### src/rtl/uart_pixel_loader.sv
// uart_pixel_loader: decodes the UART byte stream into frame-buffer pixel
// writes (A5 X Y C) and buffer-swap requests (5A), with an inter-byte timeout.
// Optional build macro UART_PIXEL_LOADER_CHECKSUM_EN adds a fifth byte
// K = X ^ Y ^ C to pixel packets; a mismatching K drops the packet.
// X_BITS and Y_BITS are expected to be at most 8 (coordinates are byte-sized).
module uart_pixel_loader #(
  parameter int unsigned X_BITS  = 5,
  parameter int unsigned Y_BITS  = 3,
  parameter int unsigned TIMEOUT = 4095
) (
  input  logic                     clk,
  input  logic                     reset,
  input  logic [7:0]               rx_data,
  input  logic                     rx_dv,
  output logic                     fb_we,
  output logic [Y_BITS+X_BITS-1:0] fb_addr,
  output logic [2:0]               fb_data,
  output logic                     swap_out,
  output logic                     err_out,
  output logic                     busy_out
);

  localparam int unsigned A_W    = Y_BITS + X_BITS;
  localparam int unsigned CNT_W  = 16;
  localparam int unsigned X_SIZE = 32'd1 << X_BITS;
  localparam int unsigned Y_SIZE = 32'd1 << Y_BITS;

  localparam logic [7:0]       SYNC_PIX  = 8'hA5;
  localparam logic [7:0]       SYNC_SWAP = 8'h5A;
  localparam logic [CNT_W-1:0] TO_LIM    = CNT_W'(TIMEOUT);

`ifdef UART_PIXEL_LOADER_CHECKSUM_EN
  typedef enum logic [2:0] {IDLE, GET_X, GET_Y, GET_C, GET_K} state_t;
`else
  typedef enum logic [2:0] {IDLE, GET_X, GET_Y, GET_C} state_t;
`endif

  state_t           state_q, state_d;
  logic [7:0]       x_q, x_d;
  logic [7:0]       y_q, y_d;
`ifdef UART_PIXEL_LOADER_CHECKSUM_EN
  logic [7:0]       c_q, c_d;
  logic             cks_ok;
`endif
  logic [CNT_W-1:0] cnt_q, cnt_d;
  logic             fb_we_q, fb_we_d;
  logic [A_W-1:0]   addr_q, addr_d;
  logic [2:0]       data_q, data_d;
  logic             swap_q, swap_d;
  logic             err_q, err_d;
  logic             busy_q, busy_d;
  logic             commit;
  logic [2:0]       colour;
  logic             in_range;

  // Latched coordinates must fit the panel before a write is allowed.
  always_comb begin
    in_range = (32'(x_q) < X_SIZE) && (32'(y_q) < Y_SIZE);
  end

  // Packet parser, inter-byte timeout and output pulse generation.
  always_comb begin
    state_d = state_q;
    x_d     = x_q;
    y_d     = y_q;
`ifdef UART_PIXEL_LOADER_CHECKSUM_EN
    c_d     = c_q;
    cks_ok  = 1'b0;
`endif
    cnt_d   = cnt_q;
    fb_we_d = 1'b0;
    addr_d  = addr_q;
    data_d  = data_q;
    swap_d  = 1'b0;
    err_d   = 1'b0;
    commit  = 1'b0;
    colour  = 3'd0;

    if (rx_dv) begin
      cnt_d = '0;
    end else if (state_q != IDLE) begin
      cnt_d = cnt_q + CNT_W'(1);
    end else begin
      cnt_d = '0;
    end

    if (rx_dv) begin
      case (state_q)
        IDLE: begin
          if (rx_data == SYNC_PIX) begin
            state_d = GET_X;
          end else if (rx_data == SYNC_SWAP) begin
            swap_d = 1'b1;
          end
        end
        GET_X: begin
          x_d     = rx_data;
          state_d = GET_Y;
        end
        GET_Y: begin
          y_d     = rx_data;
          state_d = GET_C;
        end
        GET_C: begin
`ifdef UART_PIXEL_LOADER_CHECKSUM_EN
          c_d     = rx_data;
          state_d = GET_K;
`else
          colour  = rx_data[2:0];
          commit  = 1'b1;
          state_d = IDLE;
`endif
        end
`ifdef UART_PIXEL_LOADER_CHECKSUM_EN
        GET_K: begin
          colour  = c_q[2:0];
          cks_ok  = (rx_data == (x_q ^ y_q ^ c_q));
          commit  = 1'b1;
          state_d = IDLE;
        end
`endif
        default: state_d = IDLE;
      endcase
    end else if ((state_q != IDLE) && (cnt_q == TO_LIM)) begin
      state_d = IDLE;
      err_d   = 1'b1;
      cnt_d   = '0;
    end

    if (commit) begin
`ifdef UART_PIXEL_LOADER_CHECKSUM_EN
      if (in_range && cks_ok) begin
`else
      if (in_range) begin
`endif
        fb_we_d = 1'b1;
        addr_d  = {y_q[Y_BITS-1:0], x_q[X_BITS-1:0]};
        data_d  = colour;
      end else begin
        err_d = 1'b1;
      end
    end

    busy_d = (state_d != IDLE);
  end

  // State, packet fields, timeout counter and registered outputs.
  always_ff @(posedge clk or posedge reset) begin
    if (reset) begin
      state_q <= IDLE;
      x_q     <= '0;
      y_q     <= '0;
`ifdef UART_PIXEL_LOADER_CHECKSUM_EN
      c_q     <= '0;
`endif
      cnt_q   <= '0;
      fb_we_q <= 1'b0;
      addr_q  <= '0;
      data_q  <= '0;
      swap_q  <= 1'b0;
      err_q   <= 1'b0;
      busy_q  <= 1'b0;
    end else begin
      state_q <= state_d;
      x_q     <= x_d;
      y_q     <= y_d;
`ifdef UART_PIXEL_LOADER_CHECKSUM_EN
      c_q     <= c_d;
`endif
      cnt_q   <= cnt_d;
      fb_we_q <= fb_we_d;
      addr_q  <= addr_d;
      data_q  <= data_d;
      swap_q  <= swap_d;
      err_q   <= err_d;
      busy_q  <= busy_d;
    end
  end

  assign fb_we    = fb_we_q;
  assign fb_addr  = addr_q;
  assign fb_data  = data_q;
  assign swap_out = swap_q;
  assign err_out  = err_q;
  assign busy_out = busy_q;

endmodule

### config.mk
export PLATFORM = sky130hd
export DESIGN_NAME = uart_pixel_loader
export DESIGN_NICKNAME = d
export VERILOG_FILES = /design/src/rtl/uart_pixel_loader.sv
export SDC_FILE = /design/constraint.sdc
export NUM_CORES = 1
export LEC_CHECK = 0
export ABC_AREA = 0
export BUFFER_PORTS_ARGS = -buffer_cell sky130_fd_sc_hd__buf_2
export CELL_PAD_IN_SITES_DETAIL_PLACEMENT = 1
export CELL_PAD_IN_SITES_GLOBAL_PLACEMENT = 1
export CORE_MARGIN = 2
export CORE_UTILIZATION = 41
export DETAILED_ROUTE_END_ITERATION = 6
export GPL_TIMING_DRIVEN = 0
export HOLD_SLACK_MARGIN = 0.03
export PLACE_DENSITY = 0.83
export RECOVER_POWER = 25
export SLEW_MARGIN = 25
export SYNTH_ARGS = -nofsm -noshare
export SYNTH_HDL_FRONTEND = slang
export SYNTH_SLANG_ARGS = --single-unit
### constraint.sdc
create_clock -name clk -period 1.89 [get_ports clk]
set_input_delay 0.4725 -clock clk [delete_from_list [all_inputs] [get_ports clk]]
set_output_delay 0.4725 -clock clk [all_outputs]
set_load 0.02 [all_outputs]
Word-level counts from Yosys, hierarchy flattened
Index checks and enable logic that the tools add are counted.
W data, S select, Z words.

word-level totals
  register bits after elaboration = 50
  input bits = 11
  output and inout bits = 15
  word-level logic and storage cells = 49

cells by class
  add/sub/neg operators = 1
  order comparisons = 2
  equality and inequality tests = 6
  mux-type cells = 22
  reduce and logical (&&, ||, !) cells = 8

operators with widths
  operator                 number
  $mux W16                 4
  $add A16 B1 Y16 const B  1
  $eq A16 B12 Y1 const B   1
  $mux W3                  5
  $mux W1                  12
  $pmux W3 S3              1
  $eq A8 B7 Y1 const B     1
  $eq A8 B8 Y1 const B     1
  $lt A8 B4 Y1 const B     1
  $lt A8 B6 Y1 const B     1
  $eq A3 B2 Y1 const B     2
  $reduce_and A2 Y1        3
  $reduce_bool A3 Y1       2
  $eq A3 B1 Y1 const B     1
  $logic_not A3 Y1         1
  $logic_and A1 B1 Y1      2

Depth between registers and ports, before layout
Gate-level depths: netlist of the first run.

  word-level depth = 6
  gate-level depth with buffers = 7

Least setup slack after synthesis of the first run
Ideal clock, no wire load.

  path kind = register to register
  start point = register cnt_q[0]
  end point = register cnt_q[11]
  library setup time = 0.119 ns
  data arrival time = 1.554 ns
  data required time = 1.771 ns
  slack = 0.217 ns
  stages on the path, launching flop included = 8
  clock period less this slack = 1.673 ns
  path through = dfrtp_1 ha_1 nand4_2 nor4_4 nand2b_1 buf_6 buf_12 nor2_1

between the ends
  word-level cells in the longest chain between the ends = 5
  elaborated cells on any way between the ends = 7

RTL lines
  what                      RTL line  RTL
  start: declaration        45        logic [CNT_W-1:0] cnt_q, cnt_d;
  start signal: assignment  170       cnt_q <= cnt_d;
  $add A16 B1 Y16           82        cnt_d = cnt_q + CNT_W'(1);
  $mux W16                  81        end else if (state_q != IDLE) begin
  $mux W16                  79        if (rx_dv) begin
  $mux W16                  124       end else if ((state_q != IDLE) && (cnt_q == TO_LIM)) begin
  $mux W16 (*)              87        if (rx_dv) begin
  net cnt_d[11]             45

The timed path passes the listed nets; every way through them passes the cells marked *.
A chain may end at the register's enable or synchronous reset.

Final worst setup path of the first run
  start point = register state_q[2]
  end point = register y_q[2]

between the ends
  word-level cells in the longest chain between the ends = 2

RTL lines
  what                                RTL line  RTL
  start: declaration                  38        state_t state_q, state_d;
  start signal: assignment            164       state_q <= state_d;
  $eq A3 B2 Y1                        88        case (state_q)
  $reduce_and A2 Y1 (no source line)  --
  end signal: assignment              166       y_q <= y_d;
  end: declaration                    40        logic [7:0] y_q, y_d;

No other way between the ends.

==> impl_metrics.py, run 1 <==
metrics = {
    "setup_path": {
        "crit_slowest_cell": "dfrtp_1",
        "crit_arrival_ps": 1960,
        "endpoint_kind": "register",
        "path_class": "register to register",
        "worst_setup_path_start_kind": "register",
        "crit_required_ps": 2080,
        "crit_buf_inv": 1,
        "cp_top_family": "simple AND/OR/NAND/NOR gates",
        "crit_chain": "nand2b_1 > nor2_1 > and2_1 > buf_2 > mux2_2",
        "cp_max_fo": 8,
        "cp_slowest_stage_delay_ps": 410,
    },
    "layout": {
        "utilization_pct": 49.9,
        "antenna_cells": 0,
        "final_common_cell": "dfrtp_1",
        "nNetsFinal": 227,
        "syn_to_final_growth_pct": 17.3,
        "post-route-cell-area_sq_mm": 0.00257,
        "mostFrequentLayoutCells": "dfrtp_1 (49), buf_2 (28), mux2_2 (27)",
        "drive_gt1_share_pct": 36.1,
    },
    "pwr": {
        "p_per_area_mw_per_mm2": 1110,
        "ir_drop_uv": 574,
        "p_total_mw": 2.85,
        "leakage_nw": 1.16,
    },
    "clocking": {
        "cts_hold_buf": 0,
        "clk_path_buf_depth": 2,
        "cts_sinks": 50,
        "cts_tree": "done",
        "cts.clk_slew.worst_paths_ps": 100,
        "clkLatencyLatePin_ps": 300,
        "cts-htree-levels": 2,
        "cts_root_buf": "clkbuf_8",
        "cts_buffers": 5,
    },
    "floorplanning": {
        "initial_core_util_pct": 42.6,
        "die_w_um": 77.0,
        "fp-row-count": 26,
        "io_pins": 26,
        "die_h_um": 77.0,
        "dieArea_sq_mm": 0.00593,
        "core-area_sq_mm": 0.00514,
    },
    "sta": {
        "finalCritPeriodShare_pct": 93.7,
        "holdWs_ps": 377,
        "relSlewSlack_pct": 31.9,
        "fmax_mhz": 565,
        "final_hold_viol_count": 0,
        "tns_ps": 0,
        "min_period_ps": 1770,
        "fin_skew_ps": 9.84,
        "rsz0062_at_grt": "false",
        "worst_pin_slew_ps": 1020,
        "final_max_slew_viol_count": 0,
        "setup_viol": 0,
    },
    "drt": {
        "drt_pass1_iterations": 2,
        "ant_nets": 0,
        "wl_um": 4390,
        "post_drt_via_cell_ratio": 5.22,
        "via_count": 1493,
        "drtIter0Drc": 50,
        "routedWlPerCell_um": 15.3,
        "route.detailed.drc": 0,
    },
    "synthesis": {
        "ys_types": 30,
        "synth_top_cell_area_share_pct": 57.2,
        "synthCells": 178,
        "synthesis.nets": 190,
        "synth_area_leaders": "dfrtp_1 (57%), mux2_2 (14%), xnor2_1 (4.8%), nor2_1 (3.9%), nor3_1 (1.6%)",
        "synth_edf_count": 0,
        "syn_area_sq_mm": 0.00219,
        "synth_seq_cells": 50,
        "synth_largest_area_cell": "dfrtp_1",
        "yosysWarnings": 0,
        "ys_async_sr_fraction_pct": 100,
        "yosysSeqAreaShare_pct": 57.2,
        "syn_area_per_cell_sq_um": 12.3,
        "synth-main-ff-cell": "dfrtp_1",
    },
    "hold_path": {
        "hp-class": "primary input to register",
    },
    "placed_design": {
        "gp_congestion": 0.761,
        "dp_hpwl_um": 3100,
        "io_buffer_count": 25,
        "place_area_sq_mm": 0.00240,
    },
    "global_routing": {
        "antenna_found_initial": 0,
        "gr-total-overflow": 0,
        "grt_pass1_vias": 1568,
        "grt_start_max_net_pins": 51,
        "grt_first_pass_wirelength_um": 7490,
        "gr-usage-all-layers_pct": 16.0,
    },
    "flow_run": {
        "drv_cap": 0,
    },
    "status": {
        "status": "completed",
    },
}
-- worst register-to-register path, stage by stage, from the launching register on --
cell	delay, ps
dfrtp_1	410
nand2b_1	240
nor2_1	270
and2_1	170
buf_2	210
mux2_2	360
-- final timing paths --
kind | to | startpoint | slack (ps) | depth (start not counted)
max | y_q[2]$_DFFE_PP0P_ | state_q[2]$_DFF_PP0_ | 120 | 5
min reg2reg | fb_data[1]$_DFFE_PP0P_ | fb_data[1]$_DFFE_PP0P_ | 510 | 1
min | swap_out$_DFF_PP0_ | rx_data[7] | 380 | 2
max in group asynchronous | cnt_q[0]$_DFF_PP0_ | reset | 780 | 2
max reg2reg | y_q[2]$_DFFE_PP0P_ | state_q[2]$_DFF_PP0_ | 120 | 5
min in group asynchronous | fb_addr[3]$_DFFE_PP0P_ | reset | 420 | 2
-- cell type report --
type / count / area, sq um
timing repair buffer: 30 / 163
tap: 70 / 87.6
fill: 579 / 2570
clock inverter: 2 / 17.5
sequential: 50 / 1250
clock buffer: 6 / 82.6
buffer: 5 / 46.3
multi-input combinational: 116 / 891
inverter: 7 / 26.3
-- cell usage after synthesis, drive strengths merged, types with 2 or more instances --
library cell / count
a21oi: 2
a22o: 3
and2: 2
buf: 5
dfrtp: 50
inv: 7
mux2: 27
nand2: 7
nand2b: 4
nand3: 6
nand4: 5
nor2: 23
nor3: 7
nor3b: 2
nor4: 6
xnor2: 12
xor2: 2
-- through the flow --
step / std cells / setup WS (ps)
2_1_floorplan: 178 / 216
3_3_place_gp: 273 / -442
3_5_place_dp: 273 / -62.7
4_1_cts: 285 / 15.4
5_1_grt: 286 / 10.6
6_report: 286 / 120
-- report_power, final --
group	leakage, nW	internal [mW]	total [mW]	switching [mW]
clock network	0.0514	0.302	0.660	0.358
registers	0.656	1.32	1.47	0.151
logic	0.457	0.375	0.716	0.341
total	1.16	2.00	2.85	0.849
-- repair_timing --
action                     4_1_cts  5_1_grt
setup endpoints to repair       10       14
setup buffers                    4        1
pin swaps                        1        1
resized for setup                0        5
-- flip-flops by register name (all words and copies together), names as in the netlist, 3 cells and up --
signal   cells
cnt_q       16
fb_data      3
state_q      3
y_q          8
fb_addr      8
x_q          8
-- logic make-up after synthesis --
kind of cell    synth area share, %
simple gates                   16.5
flops                          57.2
mux                            13.9
xor+xnor                       5.61
buf+inv                        3.32
compound gates                 2.92
fa+ha+maj                     0.572
-- per-layer routing --
| metal | global-route usage [%] | routed length [um] |
|---|---|---|
| met1 | 21.5 | 1970 |
| met4 | 6.25 | 43 |
| met5 | 0 | 0 |
| met2 | 26.1 | 2290 |
| met3 | 2.47 | 88 |
(Power assumes the default switching activity.)
==> run 2, diff against run 1 <==
Settings changed: CTS_BUF_LIST set to sky130_fd_sc_hd__clkbuf_4.
==> run 2 against run 1 <==
Critical path depth unchanged; final cell count down 0.70%; critical path type unchanged; highest routed layer unchanged; final area down 2.4%; sequential cell count did not move.
==> impl_metrics.py, run 2 (synthesis gave the netlist of run 1 again) <==
metrics = {
    "layout": {
        "drive_gt1_share_pct": 35.5,
        "post-route-cell-area_sq_mm": 0.00250,
        "syn_to_final_growth_pct": 14.5,
        "largest_register": "cnt_q",
        "largest_reg_flops": 16,
        "mostFrequentLayoutCells": "dfrtp_1 (49), buf_2 (28), mux2_2 (27)",
        "ff_latch_area_sq_mm": 0.00125,
        "antenna_cells": 0,
        "nNetsFinal": 225,
        "fillerInstances": 591,
        "final_common_cell": "dfrtp_1",
        "multi_input_area_sq_um": 888,
    },
    "drt": {
        "post_drt_via_cell_ratio": 5.28,
        "routedWlPerCell_um": 15.4,
        "via_count": 1499,
        "wl_um": 4390,
        "ant_nets": 0,
        "drt_pass1_iterations": 4,
        "route.detailed.drc": 0,
        "drtIter0Drc": 46,
    },
    "sta": {
        "holdWs_ps": 285,
        "worst_pin_slew_ps": 1010,
        "final_hold_viol_count": 0,
        "setup_viol": 0,
        "relSlewSlack_pct": 32.5,
        "fin_skew_ps": 22.0,
        "tns_ps": 0,
        "min_period_ps": 1800,
        "worst_slack_ps": 89.5,
        "final_max_slew_viol_count": 0,
        "rsz0062_at_grt": "false",
        "fmax_mhz": 555,
        "finalCritPeriodShare_pct": 95.3,
    },
    "clocking": {
        "cts.clk_slew.worst_paths_ps": 160,
        "clk_path_buf_depth": 2,
        "cts_hold_buf": 0,
        "cts_sinks": 50,
        "cts_tree": "done",
        "cts_buffers": 5,
        "cts_root_buf": "clkbuf_4",
        "clkLatencyLatePin_ps": 380,
        "cts-htree-levels": 2,
    },
    "floorplanning": {
        "core-area_sq_mm": 0.00514,
        "die_w_um": 77.0,
        "die_h_um": 77.0,
        "io_pins": 26,
        "initial_core_util_pct": 42.6,
        "fp-row-count": 26,
        "dieArea_sq_mm": 0.00593,
    },
    "setup_path": {
        "crit_arrival_ps": 2080,
        "crit_required_ps": 2170,
        "r2r_end": "y_q[2]$_DFFE_PP0P_",
        "cp_max_fo": 8,
        "worst_setup_path_start_kind": "register",
        "reg2reg_depth": 5,
        "path_class": "register to register",
        "endpoint_kind": "register",
        "rr_startpoint": "state_q[2]$_DFF_PP0_",
        "rrSetupSlack_ps": 90,
    },
    "placed_design": {
        "place_area_sq_mm": 0.00240,
        "io_buffer_count": 25,
        "pre_cts_ws_ps": -62.7,
        "gp_congestion": 0.761,
        "dp_hpwl_um": 3100,
    },
    "global_routing": {
        "gr-total-overflow": 0,
        "antenna_found_initial": 0,
        "grt_start_max_net_pins": 51,
        "grt_first_pass_wirelength_um": 7490,
        "gr-usage-all-layers_pct": 16.1,
        "grt_pass1_vias": 1539,
    },
    "pwr": {
        "p_total_mw": 2.66,
        "leakage_nw": 1.14,
        "ir_drop_uv": 525,
        "p_per_area_mw_per_mm2": 1060,
    },
    "flow_run": {
        "drv_cap": 0,
    },
    "hold_path": {
        "holdPathEnd": "swap_out$_DFF_PP0_",
        "hold_path_depth": 2,
        "hp-class": "primary input to register",
        "worstHoldStart": "rx_data[7]",
    },
    "status": {
        "status": "completed",
    },
}
==> run 2: how the worst max path moves through the flow <==
stage                              start              endpoint  slack, ps
global placement                   reset  state_q[0]$_DFF_PP0_       -440
finish              state_q[2]$_DFF_PP0_    y_q[2]$_DFFE_PP0P_         90
floorplan                          reset    busy_out$_DFF_PP0_        220
CTS                  cnt_q[14]$_DFF_PP0_    cnt_q[8]$_DFF_PP0_         20
detailed placement    cnt_q[0]$_DFF_PP0_    cnt_q[7]$_DFF_PP0_        -60
global route          cnt_q[1]$_DFF_PP0_   cnt_q[10]$_DFF_PP0_          8
==> run 2: per-layer routing <==
metal  vias up  routed length, um  GRT usage (%)
met5         -                  0              0
met3         6                110           3.18
met1       783               2000           21.6
li1        687                  -              -
met4         0                 76           6.43
met2        23               2190           25.9
==> run 2: where the power goes <==
group	switching (mW)	internal, mW	total [mW]	leakage [nW]
logic	0.339	0.355	0.694	0.446
registers	0.148	1.32	1.47	0.656
clock network	0.352	0.146	0.498	0.0328
total	0.839	1.82	2.66	1.14
==> run 2: repair_timing <==
item,4_1_cts,5_1_grt
pin swaps,1,1
buffers inserted,3,1
cloned,0,0
gates resized for setup,1,4
setup endpoints to repair,10,19
==> run 2: metrics by stage <==
step                instances  utilization [%]
global placement          273             46.7
global route              284             48.7
CTS                       283             48.2
finish                    284             48.7
detailed placement        273             46.7
floorplan                 178                -
==> run 2: layout make-up <==
type / instances / share of cell area (%)
Tap cell: 70 / 3.50
Timing Repair Buffer: 29 / 6.20
Clock buffer: 5 / 1.50
Inverter: 7 / 1.05
Buffer: 4 / 1.40
Multi-Input combinational cell: 116 / 35.5
Sequential cell: 50 / 50.0
Clock inverter: 3 / 0.850
==> run 2: worst max-delay path, cell delays in order (launching register included) <==
cell	delay, ps
dfrtp_1	430
nand2b_1	250
nor2_1	280
and2_1	170
buf_2	210
mux2_2	360
==> run 3, diff against run 2 <==
Settings changed: GPL_TIMING_DRIVEN 0 to not set, PLACE_DENSITY 0.83 to 0.72.
==> run 3 against run 2 <==
Die area unchanged; non-clock buffer count decreased by 1; critical endpoint is now cnt_q[3]$_DFF_PP0_; critical path depth unchanged; count of clock-buffer cells in the layout unchanged; highest routed layer unchanged.
==> impl_metrics.py, run 3 (synthesis gave the netlist of run 1 again) <==
metrics = {
    "setup_path": {
        "cp_top_family": "simple AND/OR/NAND/NOR gates",
        "cp_slowest_stage_delay_ps": 560,
        "crit_slowest_cell": "or4_4",
        "cp_max_fo": 16,
        "worst_setup_path_start_kind": "register",
        "crit_required_ps": 2160,
        "crit_chain": "or4_4 > nor4_4 > nand2b_1 > buf_12 > nor2_1",
        "crit_buf_inv": 1,
        "endpoint_kind": "register",
        "crit_arrival_ps": 2020,
        "path_class": "register to register",
    },
    "global_routing": {
        "grt_pass1_vias": 1596,
        "gr-total-overflow": 0,
        "grt_first_pass_wirelength_um": 8030,
        "antenna_found_initial": 0,
        "gr-usage-all-layers_pct": 17.2,
        "grt_start_max_net_pins": 34,
    },
    "floorplanning": {
        "die_w_um": 77.0,
        "io_pins": 26,
        "initial_core_util_pct": 42.6,
        "core-area_sq_mm": 0.00514,
        "die_h_um": 77.0,
        "fp-row-count": 26,
        "dieArea_sq_mm": 0.00593,
    },
    "pwr": {
        "pwr-share-comb_pct": 23.7,
        "ir_drop_uv": 603,
        "power_frac_seq_pct": 53.3,
        "power_frac_clock_pct": 23.0,
        "p_int_mw": 1.94,
        "sw_frac_of_total_pct": 30.1,
        "leakage_nw": 1.14,
        "p_per_area_mw_per_mm2": 1110,
        "p_switching_mw": 0.835,
    },
    "sta": {
        "tns_ps": 0,
        "setup_viol": 0,
        "rsz0062_at_grt": "false",
        "final_hold_viol_count": 0,
        "worst_pin_slew_ps": 805,
        "min_period_ps": 1760,
        "holdWs_ps": 174,
        "relSlewSlack_pct": 46.3,
        "fmax_mhz": 569,
        "worst_slack_ps": 133,
        "final_max_slew_viol_count": 0,
        "finalCritPeriodShare_pct": 92.9,
        "fin_skew_ps": 19.3,
    },
    "clocking": {
        "cts-htree-levels": 2,
        "cts_sinks": 50,
        "cts.clk_slew.worst_paths_ps": 150,
        "cts_buffers": 5,
        "clkLatencyLatePin_ps": 380,
        "clk_path_buf_depth": 2,
        "cts_tree": "done",
        "cts_root_buf": "clkbuf_4",
        "cts_hold_buf": 0,
    },
    "layout": {
        "largest_register": "cnt_q",
        "drive_gt1_share_pct": 34.3,
        "nNetsFinal": 224,
        "mostFrequentLayoutCells": "dfrtp_1 (50), mux2_2 (27), buf_2 (25)",
        "largest_reg_flops": 16,
        "final_common_cell": "dfrtp_1",
        "syn_to_final_growth_pct": 14.5,
        "utilization_pct": 48.7,
        "final_cells": 283,
        "antenna_cells": 0,
    },
    "drt": {
        "ant_nets": 0,
        "drt_pass1_iterations": 4,
        "route.detailed.drc": 0,
        "drtIter0Drc": 74,
        "post_drt_via_cell_ratio": 5.11,
        "via_count": 1446,
        "routedWlPerCell_um": 15.7,
        "wl_um": 4450,
    },
    "placed_design": {
        "io_buffer_count": 25,
        "pre_cts_ws_ps": 105,
        "dp_hpwl_um": 3210,
        "gp_congestion": 0.790,
        "dpl.cell_count": 275,
    },
    "hold_path": {
        "hp-class": "primary input to asynchronous set/reset pin",
    },
    "flow_run": {
        "drv_cap": 0,
    },
    "status": {
        "status": "completed",
    },
}
==> run 3: cell count changes in the layout (fill, tap and decap cells not counted), sizes merged <==
cell / previous run / this run
buf: 33 / 31
bufinv: 0 / 1
clkbuf: 5 / 6
clkinv: 3 / 1
inv: 7 / 8
==> run 3: through the flow <==
step,instance area (sq um),power [mW]
detailed placement,2430,2.18
global route,2500,2.95
floorplan,2190,1.98
CTS,2510,2.82
global placement,2430,2.12
finish,2500,2.78
==> run 3: final cells by class <==
type | instances | area (sq um)
fill | 581 | 2640
sequential | 50 | 1250
clock inverter | 3 | 43.8
clock buffer | 5 | 37.5
tap | 70 | 87.6
timing repair buffer | 32 | 188
multi-input combinational | 116 | 870
inverter | 7 | 26.3
==> run 3: worst paths after layout <==
kind | slack, ps | depth (start not counted) | startpoint | to
max in group asynchronous | 480 | 3 | reset | fb_addr[2]$_DFFE_PP0P_
max reg2reg | 130 | 5 | cnt_q[14]$_DFF_PP0_ | cnt_q[3]$_DFF_PP0_
max | 130 | 5 | cnt_q[14]$_DFF_PP0_ | cnt_q[3]$_DFF_PP0_
min in group clk | 270 | 2 | rx_data[7] | swap_out$_DFF_PP0_
min | 170 | 2 | reset | cnt_q[4]$_DFF_PP0_
min reg2reg | 520 | 1 | fb_addr[5]$_DFFE_PP0P_ | fb_addr[5]$_DFFE_PP0P_
==> run 3: repair_timing <==
action                                  in CTS  in global routing
endpoints found under the setup margin       0                  1
endpoints found under the hold margin        0                  0
resized for setup                            0                  1
setup buffers                                0                  0
==> run 3: power by group through the flow <==
stage | Sequential (mW) | Clock [mW] | Combinational, mW
detailed placement | 1.51 | 0 | 0.674
finish | 1.48 | 0.639 | 0.659
CTS | 1.49 | 0.656 | 0.677
floorplan | 1.49 | 0 | 0.490
global placement | 1.49 | 0 | 0.638
global route | 1.52 | 0.706 | 0.726
==> run 3: per-layer routing <==
layer | track usage [%] | share of wire (%) | vias to the layer above
met3 | 4.12 | 3.0 | 6
met4 | 6.25 | 1.6 | 0
li1 | - | - | 684
met5 | 0 | 0 | -
met1 | 23.4 | 48 | 733
met2 | 27.0 | 47 | 23
